--- src/rtl/gng_pkg.sv ---
// gng_pkg: shared widths, rounding constant and torus word type for the noise path
package gng_pkg;
  localparam int TORUS_W = 32;
  localparam int SAMPLE_W = 16;
  localparam int SAMPLE_FRAC = 11;
  localparam int ROUND_HALF = 1 << (SAMPLE_FRAC - 1);
  typedef logic [TORUS_W-1:0] torus_t;
endpackage

--- src/rtl/gng_torus_noise_if.sv ---
// gng_torus_noise_if: valid/ready stream carrying Torus32 noise words
interface gng_torus_noise_if;
  import gng_pkg::*;
  logic noise_valid;
  logic noise_ready;
  torus_t noise_data;
  modport master(output noise_valid, output noise_data, input noise_ready);
  modport slave(input noise_valid, input noise_data, output noise_ready);
endinterface

--- src/rtl/gng_noise_fifo.sv ---
// gng_noise_fifo: show-ahead synchronous FIFO with registered head word and occupancy
module gng_noise_fifo #(
  parameter int DEPTH = 16,
  parameter int W = 32
) (
  input  logic                     clk,
  input  logic                     rst,
  input  logic                     i_wr,
  input  logic [W-1:0]             i_wdata,
  input  logic                     i_rd,
  output logic                     o_valid,
  output logic [W-1:0]             o_data,
  output logic [$clog2(DEPTH):0]   o_level
);
  localparam int AW = $clog2(DEPTH);
  logic [W-1:0] r_mem [DEPTH];
  logic [AW:0] r_wptr, r_rptr;
  logic [W-1:0] r_data, w_next;
  logic [AW-1:0] w_rn;
  logic w_rd, w_wr;
  assign o_level = r_wptr - r_rptr;
  assign o_valid = o_level != '0;
  assign o_data = r_data;
  assign w_rd = i_rd & o_valid;
  assign w_wr = i_wr & ((o_level != (AW+1)'(DEPTH)) | w_rd);
  assign w_rn = r_rptr[AW-1:0] + AW'(1);
  // Next head word: the following entry on a pop, the incoming word when it becomes the head, else hold
  always_comb
    w_next = (w_rd && o_level > (AW+1)'(1)) ? r_mem[w_rn] :
             (w_wr && (o_level == '0 || (w_rd && o_level == (AW+1)'(1)))) ? i_wdata : r_data;
  // Storage array, written at the write pointer; contents need no reset
  always_ff @(posedge clk)
    if (w_wr) r_mem[r_wptr[AW-1:0]] <= i_wdata;
  // Pointers with an extra wrap bit and the registered head word
  always_ff @(posedge clk or posedge rst)
    if (rst) begin
      r_wptr <= '0;
      r_rptr <= '0;
      r_data <= '0;
    end else begin
      r_wptr <= r_wptr + (AW+1)'(w_wr);
      r_rptr <= r_rptr + (AW+1)'(w_rd);
      r_data <= w_next;
    end
endmodule

--- src/rtl/gng_torus_noise.sv ---
// gng_torus_noise: scales Gaussian samples to Torus32 error terms and buffers them with throttled generation
module gng_torus_noise
  import gng_pkg::*;
#(
  parameter logic [31:0] SIGMA_Q32 = 32'h0001_0000,
  parameter int DEPTH = 16,
  parameter int SKID = 8
) (
  input  logic                    clk,
  input  logic                    rst,
  input  logic                    i_enable,
  output logic                    o_gng_ce,
  input  logic                    i_gng_valid,
  input  logic [31:0]             i_gng_data,
  gng_torus_noise_if.master       noise,
  output logic [$clog2(DEPTH):0]  o_level,
  output logic                    o_overflow
);
  localparam int PW = SAMPLE_W + TORUS_W + 1;
  localparam int LW = $clog2(DEPTH) + 1;
  logic signed [PW-1:0] r_p;
  torus_t r_word;
  logic r_v1, r_v2, r_ce, r_ovf;
  logic w_rd, w_full, w_ce, w_unused;
  assign w_unused = ^i_gng_data[31:SAMPLE_W];
  assign w_rd = noise.noise_valid & noise.noise_ready;
  assign w_full = o_level == LW'(DEPTH);
  assign w_ce = i_enable && (32'(o_level) + 32'(r_v1) + 32'(r_v2) + 32'(SKID) < 32'(DEPTH));
  assign o_gng_ce = r_ce;
  assign o_overflow = r_ovf;
  // Two-stage scaler: multiply by sigma, then round half-up and keep the low 32 bits as the torus wrap
  always_ff @(posedge clk or posedge rst)
    if (rst) begin
      r_p <= '0;
      r_word <= '0;
      r_v1 <= 1'b0;
      r_v2 <= 1'b0;
    end else begin
      r_p <= $signed(i_gng_data[SAMPLE_W-1:0]) * $signed({1'b0, SIGMA_Q32});
      r_v1 <= i_gng_valid;
      r_word <= TORUS_W'((r_p + PW'(ROUND_HALF)) >>> SAMPLE_FRAC);
      r_v2 <= r_v1;
    end
  // Generator clock enable keeps a reserve of free slots for samples already in flight; overflow is sticky
  always_ff @(posedge clk or posedge rst)
    if (rst) begin
      r_ce <= 1'b0;
      r_ovf <= 1'b0;
    end else begin
      r_ce <= w_ce;
      r_ovf <= r_ovf | (r_v2 & w_full & ~w_rd);
    end
  gng_noise_fifo #(.DEPTH(DEPTH), .W(TORUS_W)) u_fifo (
    .clk(clk),
    .rst(rst),
    .i_wr(r_v2),
    .i_wdata(r_word),
    .i_rd(noise.noise_ready),
    .o_valid(noise.noise_valid),
    .o_data(noise.noise_data),
    .o_level(o_level)
  );
endmodule

--- src/flat_wrapper.sv ---
// flat-port wrapper written by rule: the top's interface ports become plain ports
module gng_torus_noise_flat import gng_pkg::*;
#(
  parameter logic [31:0] SIGMA_Q32 = 32'h0001_0000,
  parameter int DEPTH = 16,
  parameter int SKID = 8
)
  (clk, rst, i_enable, o_gng_ce, i_gng_valid, i_gng_data, o_level, o_overflow, noise_noise_valid, noise_noise_data, noise_noise_ready);
  gng_torus_noise_if noise_i ();
  input  logic clk;
  input  logic rst;
  input  logic i_enable;
  output logic o_gng_ce;
  input  logic i_gng_valid;
  input  logic [31:0] i_gng_data;
  output logic [$clog2(DEPTH):0] o_level;
  output logic o_overflow;
  output wire logic [$bits(noise_i.noise_valid)-1:0] noise_noise_valid;
  output wire logic [$bits(noise_i.noise_data)-1:0] noise_noise_data;
  input wire logic [$bits(noise_i.noise_ready)-1:0] noise_noise_ready;
  assign noise_noise_valid = noise_i.noise_valid;
  assign noise_noise_data = noise_i.noise_data;
  assign noise_i.noise_ready = noise_noise_ready;
  gng_torus_noise #(.SIGMA_Q32(SIGMA_Q32), .DEPTH(DEPTH), .SKID(SKID)) u_core (.clk(clk), .rst(rst), .i_enable(i_enable), .o_gng_ce(o_gng_ce), .i_gng_valid(i_gng_valid), .i_gng_data(i_gng_data), .noise(noise_i), .o_level(o_level), .o_overflow(o_overflow));
endmodule
--- config.mk ---
export PLATFORM = sky130hd
export DESIGN_NAME = gng_torus_noise_flat
export DESIGN_NICKNAME = d
export VERILOG_FILES = /design/src/rtl/gng_pkg.sv /design/src/rtl/gng_torus_noise_if.sv /design/src/rtl/gng_noise_fifo.sv /design/src/rtl/gng_torus_noise.sv /design/src/flat_wrapper.sv
export SDC_FILE = /design/constraint.sdc
export NUM_CORES = 1
export LEC_CHECK = 0
export ABC_AREA = 1
export CAP_MARGIN = 15
export CORE_AREA = 2 2 165 167
export DETAILED_ROUTE_END_ITERATION = 6
export DIE_AREA = 0 0 167 169
export PLACE_DENSITY = 0.7
export SLEW_MARGIN = 20
export SYNTH_ARGS = -nofsm -noshare
export SYNTH_HDL_FRONTEND = slang
export SYNTH_SLANG_ARGS = --single-unit
--- constraint.sdc ---
create_clock -name clk -period 9.1 [get_ports clk]
set_input_delay 1.82 -clock clk [delete_from_list [all_inputs] [get_ports clk]]
set_output_delay 1.82 -clock clk [all_outputs]
set_load 0.005 [all_outputs]
==> results of run 1 <==
[placed cells by master (no fill, tap or decap), types with 4 or more instances in the layout]
| cell | n |
|---|---|
| o21ai_0 | 129 |
| edfxtp_1 | 256 |
| buf_4 | 9 |
| inv_1 | 20 |
| clkdlybuf4s50_1 | 55 |
| inv_2 | 6 |
| clkbuf_16 | 30 |
| bufinv_16 | 5 |
| nor2_1 | 231 |
| dfrtp_1 | 61 |
| nor2_2 | 8 |
| ha_1 | 10 |
| o211ai_1 | 31 |
| nand2_1 | 113 |
| clkbuf_8 | 4 |
| clkbuf_1 | 11 |
| nor2_4 | 8 |
| xor2_1 | 7 |
| conb_1 | 5 |
| nand3_1 | 96 |
[layout make-up]
type,count,area [um^2],area share [%]
clock buffers,45,847,5.79
clock inverters,11,194,1.33
inverters,26,97.6,0.667
multi-input cells,656,3200,21.8
flip-flops and latches,318,9240,63.2
well taps,341,427,2.92
repair buffers,65,629,4.30
[per-layer routing]
layer  track usage, %  up-vias
li1                 -     3764
met1             27.5     3945
met2             34.2      320
met3             3.11       39
met4             5.32        0
met5                0        -
[worst max path at each step]
stage | from | to | slack [ps] | cells after the start
2_1_floorplan | u_core.u_fifo.r_rptr[0] | noise_noise_valid | 5570 | 9
3_3_place_gp | u_core.u_fifo.r_rptr[0] | noise_noise_valid | 4660 | 10
3_5_place_dp | u_core.u_fifo.r_rptr[0] | noise_noise_valid | 4670 | 10
4_1_cts | u_core.u_fifo.r_rptr[0] | noise_noise_valid | 4060 | 10
5_1_grt | u_core.u_fifo.r_rptr[0] | noise_noise_valid | 3940 | 10
6_report | u_core.u_fifo.r_rptr[0] | noise_noise_valid | 4120 | 10
[metrics by stage]
stage | instance area [um^2] | setup slack, ps | util (%)
floorplan | 12800 | 5570 | -
global placement | 13600 | 4660 | 51.1
detailed placement | 13600 | 4670 | 51.2
CTS | 14600 | 4060 | 55.1
global route | 14600 | 3940 | 55.2
finish | 14600 | 4120 | 55.2
[flip-flops by register name, summed over array words and instances, names as in the netlist]
signal / count
u_core.o_gng_ce: 1
u_core.o_overflow: 1
u_core.r_p: 16
u_core.r_v1: 1
u_core.r_v2: 1
u_core.r_word: 16
u_core.u_fifo.o_data: 16
u_core.u_fifo.r_mem: 256
u_core.u_fifo.r_rptr: 5
u_core.u_fifo.r_wptr: 5
[synth_stat cells, types with 5 or more instances]
| cell type | number | area, um^2 |
|---|---|---|
| xor2_1 | 7 | 61.3 |
| ha_1 | 11 | 138 |
| edfxtp_1 | 256 | 7690 |
| o21ai_0 | 129 | 646 |
| o211ai_1 | 31 | 233 |
| nor2_1 | 245 | 920 |
| nand2_1 | 113 | 424 |
| nand3_1 | 96 | 480 |
| buf_4 | 20 | 150 |
| inv_2 | 5 | 18.8 |
| buf_2 | 26 | 130 |
| inv_1 | 21 | 78.8 |
| clkbuf_1 | 23 | 86.3 |
| dfrtp_1 | 62 | 1550 |
[worst reg2reg max path, stage by stage, from the launching register on]
cell,delay (ps)
dfrtp_4,730
ha_1,330
fa_1,430
xnor2_2,330
inv_2,40
nand4_1,130
nor2_2,80
nor2_4,170
nand3_1,300
nor2_2,950
[report_power, final]
part / internal [mW] / switching, mW
Clock: 0.785 / 0.517
Combinational: 0.808 / 1.52
Sequential: 1.77 / 0.140
Total: 3.37 / 2.17
[cells by family (layout without fill, tap and decap cells)]
kind of cell,after synthesis,in the layout
xor gates and xnor gates,10,10
DFF,318,318
other,1,5
buffers and inverters,99,147
AOI/OAI and AO/OA,165,165
and+or+nand+nor,464,464
adders and majority gates,12,12
==> flow_metrics.env, run 1 <==
export IMPL_outcome="finished, final reports clean"
export IMPL_dr_max_layer_used="met4"
export IMPL_hold_end="u_core.r_word[5]"
export IMPL_vias_per_cell=5.52
export IMPL_grt_pass1_vias=7961
export IMPL_core_area_um2=26500
export IMPL_critPathCaptureType="output pin"
export IMPL_r2r_slack_ps=5230
export IMPL_synth_compound_area_share_pct=7.09
export IMPL_finalCritPeriodShare_pct=54.8
export IMPL_gp_congestion=0.787
export IMPL_critPathTopFamily="adder cells"
export IMPL_grt_max_degree=129
export IMPL_fin_hold_ws_ps=347
export IMPL_total_power_mw=5.54
export IMPL_routed_wl_um=28400
export IMPL_nets=1146
export IMPL_ys_types=30
export IMPL_drive_gt1_share_pct=7.76
export IMPL_yosys_area_share_adder_pct=1.23
export IMPL_yosysSeqAreaShare_pct=72.0
export IMPL_r2r_end="u_core.u_fifo.r_mem[12][6]"
export IMPL_tns_ps=0
export IMPL_wl_met3_um=2170
export IMPL_synthXorXnorAreaFrac_pct=0.859
export IMPL_critPathMaxStageDelay_ps=730
export IMPL_hold_buffers=0
export IMPL_antenna_found_initial=0
export IMPL_tightest_slew_ps=1130
export IMPL_h_tree_depth=1
export IMPL_die_x_um=167
export IMPL_crit_type="reg2out"
export IMPL_rows=60
export IMPL_drt_iter0_markers=673
export IMPL_dp_hpwl_um=15100
export IMPL_cp_required_ps=7280
export IMPL_synthFlopType="edfxtp_1"
export IMPL_cts_made_buffers=30
export IMPL_critical_path_slowest_cell="dfrtp_4"
export IMPL_clock_skew_ps=26.3
export IMPL_clk_latency_ps=570
export IMPL_place_inst=1406
export IMPL_cp_arrival_ps=3160
export IMPL_cts_tree="built"
export IMPL_wl_met2_um=13800
export IMPL_clk_pin_slew_ps=70
export IMPL_cts_root_buf="clkbuf_16"
export IMPL_period_minus_slack_ps=4980
export IMPL_die_y_um=169
export IMPL_reg2reg_from="u_core.u_fifo.r_rptr[0]"
export IMPL_synthArstFlopShare_pct=19.5
export IMPL_grt_overflow_total=0
export IMPL_synth_edff_count=256
export IMPL_start_util_pct=48.4
export IMPL_synth_avg_cell_area_um2=12.0
export IMPL_post_route_drc_count=0
export IMPL_path_max_fanout=53
export IMPL_antenna_cells=0
export IMPL_clkSinkCount=318
export IMPL_hold_path_class="reg2reg"
export IMPL_grt_util_all_layers_pct=20.2
export IMPL_synth_seq_cells=318
export IMPL_synth_simple_area_share_pct=14.9
export IMPL_slew_violations=0
export IMPL_hold_depth=0
export IMPL_cellLeakagePower_nw=5.29
export IMPL_crit_chain="ha_1, fa_1, nand3b_1, nand2_1, nand2_1, nand2_1, inv_1, nor2_1, inv_1, clkdlybuf4s50_1"
export IMPL_drv_cap=0
export IMPL_cp_start_kind="register"
export IMPL_relSlewSlack_pct=24.5
export IMPL_rr_worst_depth=9
export IMPL_syn_inst=1069
export IMPL_fmax_mhz=201
export IMPL_yosys_mux_area_fraction_pct=0
export IMPL_setup_violations=0
export IMPL_cts_max_path_buffers=3
export IMPL_grt_pass1_wl_um=44400
export IMPL_antenna_left=0
export IMPL_pin_count=77
export IMPL_postCtsSetupBuffers=0
export IMPL_fill_cells=2125
export IMPL_yosysWarnings=0
export IMPL_io_buffers=55
export IMPL_path_common_cell="nand2_1"
export IMPL_first_pass_iters=5
export IMPL_ir_drop_mv=0.317
export IMPL_power_density_nw_per_um2=379
export IMPL_hold_path_startpoint="u_core.r_p[16]"
export IMPL_rsz0062_at_grt="no"
export IMPL_num_vias=8068
export IMPL_hold_viol=0
export IMPL_cp_num_buf_inv=3
export IMPL_cts_resized=0
export IMPL_final_cells=1462
export IMPL_syn_area_um2=12800
export IMPL_dieArea_um2=28200
export IMPL_synth_top_family_by_area="simple AND/OR/NAND/NOR gates"
export IMPL_drt_wirelength_per_cell_um=19.4
export IMPL_syn2layout_area_growth_pct=14.1
export IMPL_drt_met1_wl_um=12000
No activity file was read; power rests on OpenSTA's default activity.
==> run 2: changes to the inputs <==
--- a/config.mk
+++ b/config.mk
@@ -10,7 +10,7 @@
 export CORE_AREA = 2 2 165 167
 export DETAILED_ROUTE_END_ITERATION = 6
 export DIE_AREA = 0 0 167 169
-export PLACE_DENSITY = 0.7
+export PLACE_DENSITY = 0.73
 export SLEW_MARGIN = 20
 export SYNTH_ARGS = -nofsm -noshare
 export SYNTH_HDL_FRONTEND = slang
==> constraint.sdc (replaced) <==
create_clock -name clk -period 4.2 [get_ports clk]
set_input_delay 0.84 -clock clk [delete_from_list [all_inputs] [get_ports clk]]
set_output_delay 0.84 -clock clk [all_outputs]
set_load 0.005 [all_outputs]
==> flow_metrics.env, run 2 (same netlist as run 1, synthesis figures left out) <==
export IMPL_start_util_pct=48.4
export IMPL_clkSinkCount=318
export IMPL_path_common_cell="nand2_1"
export IMPL_drt_wirelength_per_cell_um=19.6
export IMPL_cp_num_buf_inv=3
export IMPL_setup_violations=0
export IMPL_core_area_um2=26500
export IMPL_syn2layout_area_growth_pct=14.1
export IMPL_slew_violations=0
export IMPL_largest_reg_flops=256
export IMPL_crit_type="reg2out"
export IMPL_post_route_drc_count=0
export IMPL_seq_power_share_pct=34.6
export IMPL_cts_resized=0
export IMPL_rr_worst_depth=10
export IMPL_pwr_share_clk_pct=21.3
export IMPL_grt_pass1_wl_um=44500
export IMPL_drive_gt1_share_pct=9.69
export IMPL_relSlewSlack_pct=27.4
export IMPL_outcome="finished, final reports clean"
export IMPL_dieArea_um2=28200
export IMPL_internal_power_mw=7.06
export IMPL_cellLeakagePower_nw=5.35
export IMPL_finalCritPeriodShare_pct=91.9
export IMPL_grt_util_all_layers_pct=20.2
export IMPL_cts_tree="built"
export IMPL_place_area_um2=13700
export IMPL_clk_latency_ps=550
export IMPL_drt_iter0_markers=862
export IMPL_hold_depth=0
export IMPL_critical_path_slowest_cell="dfrtp_4"
export IMPL_clock_skew_ps=21.5
export IMPL_die_x_um=167
export IMPL_die_y_um=169
export IMPL_vias_per_cell=5.59
export IMPL_seq_area_um2=9240
export IMPL_hold_path_class="reg2reg"
export IMPL_clk_pin_slew_ps=60
export IMPL_fin_area_um2=14600
export IMPL_grt_max_degree=109
export IMPL_period_minus_slack_ps=3860
export IMPL_layout_common_cells="256 x edfxtp_1, 229 x nor2_1, 129 x o21ai_0"
export IMPL_p_comb_share_pct=44.1
export IMPL_gp_congestion=0.837
export IMPL_rsz0062_at_grt="no"
export IMPL_fin_ws_ps=341
export IMPL_switching_share_pct=40.4
export IMPL_num_vias=8252
export IMPL_rows=60
export IMPL_cp_required_ps=3360
export IMPL_antenna_cells=0
export IMPL_path_depth=10
export IMPL_hold_buffers=0
export IMPL_switchingPower_mw=4.79
export IMPL_antenna_found_initial=0
export IMPL_post_route_util_pct=55.2
export IMPL_critPathCaptureType="output pin"
export IMPL_cts_made_buffers=29
export IMPL_cp_start_kind="register"
export IMPL_first_pass_iters=7
export IMPL_path_max_fanout=26
export IMPL_postCtsSetupBuffers=0
export IMPL_h_tree_depth=1
export IMPL_tns_ps=0
export IMPL_cts_max_path_buffers=3
export IMPL_fmax_mhz=259
export IMPL_ir_drop_mv=0.752
export IMPL_critPathMaxStageDelay_ps=620
export IMPL_hold_viol=0
export IMPL_fill_cells=2102
export IMPL_antenna_left=0
export IMPL_tightest_slew_ps=1090
export IMPL_critPathTopFamily="adder cells"
export IMPL_grt_overflow_total=0
export IMPL_cts_root_buf="clkbuf_16"
export IMPL_pin_count=77
export IMPL_pre_cts_ws_ps=856
export IMPL_io_buffers=55
export IMPL_cp_arrival_ps=3020
export IMPL_power_density_nw_per_um2=811
export IMPL_routed_wl_um=29000
export IMPL_crit_chain="ha_1, fa_1, nand3b_1, nand2_1, nand2_1, nand2_1, inv_1, nor2_1, inv_1, clkdlybuf4s50_1"
export IMPL_drv_cap=0
export IMPL_total_power_mw=11.9
export IMPL_nets=1161
export IMPL_grt_pass1_vias=8112
export IMPL_dp_hpwl_um=16200
export IMPL_multiInputGateArea_um2=3170
export IMPL_layout_commonest_cell="edfxtp_1"
[run 2: changes by cell type in the layout (fill, tap and decap cells not counted), moves of 2 or more]
| cell | before | now |
|---|---|---|
| buf_4 | 9 | 24 |
| bufinv_16 | 5 | 0 |
| clkbuf_1 | 11 | 4 |
| clkinv_2 | 3 | 11 |
| nor2_1 | 231 | 229 |
| nor2_2 | 8 | 17 |
| nor2_4 | 8 | 1 |
[run 2: stage by stage]
step	hold slack, ps	cells
finish	347	1476
global placement	333	1422
CTS	349	1476
detailed placement	335	1422
global route	356	1476
floorplan	331	1073
[run 2: layout make-up]
class	count	share of cell area (%)
flip-flops and latches	318	63.2
multi-input cells	656	21.6
clock buffers	40	5.88
repair buffers	81	5.21
well taps	341	2.92
inverters	26	0.667
clock inverters	14	0.505
[run 2: worst reg2reg max path, delay by kind of cell (launching register included)]
family | cells | cell delay (ps)
and+or+nand+nor | 5 | 1080
DFF | 1 | 620
adders and majority gates | 2 | 700
buffers and inverters | 2 | 340
xor gates and xnor gates | 1 | 300
[run 2: final timing paths]
| kind | to | start | slack, ps |
|---|---|---|---|
| worst max-delay path | noise_noise_valid | u_core.u_fifo.r_rptr[0] | 340 |
| worst min-delay path | u_core.r_word[16] | u_core.r_p[27] | 350 |
| worst max register to register | u_core.u_fifo.r_mem[4][30] | u_core.u_fifo.r_rptr[0] | 860 |
| worst min register to register | u_core.r_word[16] | u_core.r_p[27] | 350 |
| max in group asynchronous | u_core.u_fifo.r_rptr[0] | rst | 2580 |
| min in group asynchronous | u_core.u_fifo.o_data[8] | rst | 790 |
[run 2: power by group through the flow]
| stage | Sequential [mW] | Clock (mW) | Combinational, mW |
|---|---|---|---|
| after CTS | 4.10 | 2.55 | 5.21 |
| after global routing | 4.15 | 2.67 | 5.79 |
| after global placement | 4.14 | 0 | 5.01 |
| after floorplan | 4.06 | 0 | 3.51 |
| final | 4.10 | 2.53 | 5.22 |
| after detailed placement | 4.16 | 0 | 5.16 |
[run 2: metal layers]
metal	up-vias	GRT usage, %	wire [um]
li1	3793	-	-
met1	3992	27.4	11800
met2	386	33.2	13700
met3	81	3.25	2360
met4	0	7.98	1090
met5	-	0	0
==> variant (settings of run 1) <==
Take the reset off `r_data` and load it in a clocked block of its own.
--- a/src/rtl/gng_noise_fifo.sv
+++ b/src/rtl/gng_noise_fifo.sv
@@ -36,11 +36,13 @@
     if (rst) begin
       r_wptr <= '0;
       r_rptr <= '0;
-      r_data <= '0;
     end else begin
       r_wptr <= r_wptr + (AW+1)'(w_wr);
       r_rptr <= r_rptr + (AW+1)'(w_rd);
+    end
+
+  always_ff @(posedge clk) begin
       r_data <= w_next;
-    end
+  end
 endmodule
 
Function: differs if rst is asserted again (counterexample within 4 cycles, from zero or initial values and one cycle with rst high); with rst held inactive, the same outputs for 10 cycles.
==> variant against run 1 <==
Synthesized cell count decreased by 4.4%; sequential cell count did not move; area after synthesis is 0.58% lower; routed wire length is 4.1% lower; final area shrank 0.15%; count of clock-buffer cells in the layout shrank 3; worst setup slack gained 0.11 ns; non-clock buffer count is 7 higher; power fell by 1.0%; critical endpoint unchanged; highest routed layer unchanged.
==> variant: results <==
group,metric,value,unit
outcome,status,"complete, no violations",
grt,grt_usage,0.192,
yosys,ys_top_cells_by_area,"edfxtp_1 64%, dfrtp_1 9.0%, nor2_1 6.9%, o21ai_0 4.2%, nand2_1 2.9%",
worst_setup_path,timing.rr.end,"u_core.u_fifo.r_mem[5][8]$_DFFE_PP_",
layout,nNetsFinal,1111,
layout,multi_input_area_share,0.205,
yosys,yosysSeqAreaShare,0.731,
yosys,synth-compound-area-share,0.0811,
worst_setup_path,worstPathArrival,3.05,ns
clocking,cts_buffers,31,
clocking,insertion_delay,0.55,ns
grt,met2_usage,0.314,
layout,clk_share,0.0733,
layout,drive_gt1_frac,0.0810,
yosys,post_synth_xor_area_fraction,0.00952,
layout,nMultiInputCombCells,608,
placement,placed_area,13500,µm²
timing,layout_setup_ws,4.23,ns
timing,whs,0.348,ns
pwr,swShare,0.379,
detailed_routing,vias,7805,
worst_setup_path,rrSetupSlack,5.44,ns
yosys,synth_fa_ha_area_frac,0.0124,
grt,grt_max_degree,106,
yosys,synthArstFlopShare,0.145,
layout,seqAreaFraction,0.638,
timing,skew,0.00969,ns
pwr,p_comb_frac,0.407,
pwr,ir_drop,0.253,mV
layout,buffers,72,
layout,final_util,0.551,
placement,dpl_worst_slack,4.67,ns
timing,worst_pin_slew,1.12,ns
worst_hold_path,hold_start,"u_core.r_p[21]$_DFF_PP0_",
grt,gr-usage-met3,0.0323,
layout,fin_cells,1427,
worst_hold_path,hold_end,"u_core.r_word[10]$_DFF_PP0_",
## variant: cell count changes in the layout (fill, tap and decap cells not counted), sizes merged, moves of 6 or more
| cell | run 1 | this run |
|---|---|---|
| nand2 | 116 | 100 |
| nor2 | 247 | 237 |
| o211ai | 31 | 48 |
| buf | 10 | 17 |
| nand3 | 98 | 60 |
| clkinv | 6 | 12 |
| dfrtp | 62 | 46 |
| edfxtp | 256 | 272 |
## variant: metal layers
metal | share of wire | wire (µm) | vias up
met4 | 0.024 | 662 | 0
met2 | 0.48 | 13000 | 309
met3 | 0.081 | 2210 | 49
li1 | - | - | 3659
met1 | 0.42 | 11400 | 3788
met5 | 0 | 0 | -
## variant: critical path, cell delays in order, from the launching register on
cell and delay [ns]:
dfrtp_4 0.64, ha_1 0.29, fa_1 0.43, nand3b_1 0.20, nand2_1 0.08, nand2_1 0.06, nand2_1 0.09, inv_1 0.07
nor2_1 0.14, inv_1 0.05, clkdlybuf4s50_1 0.44
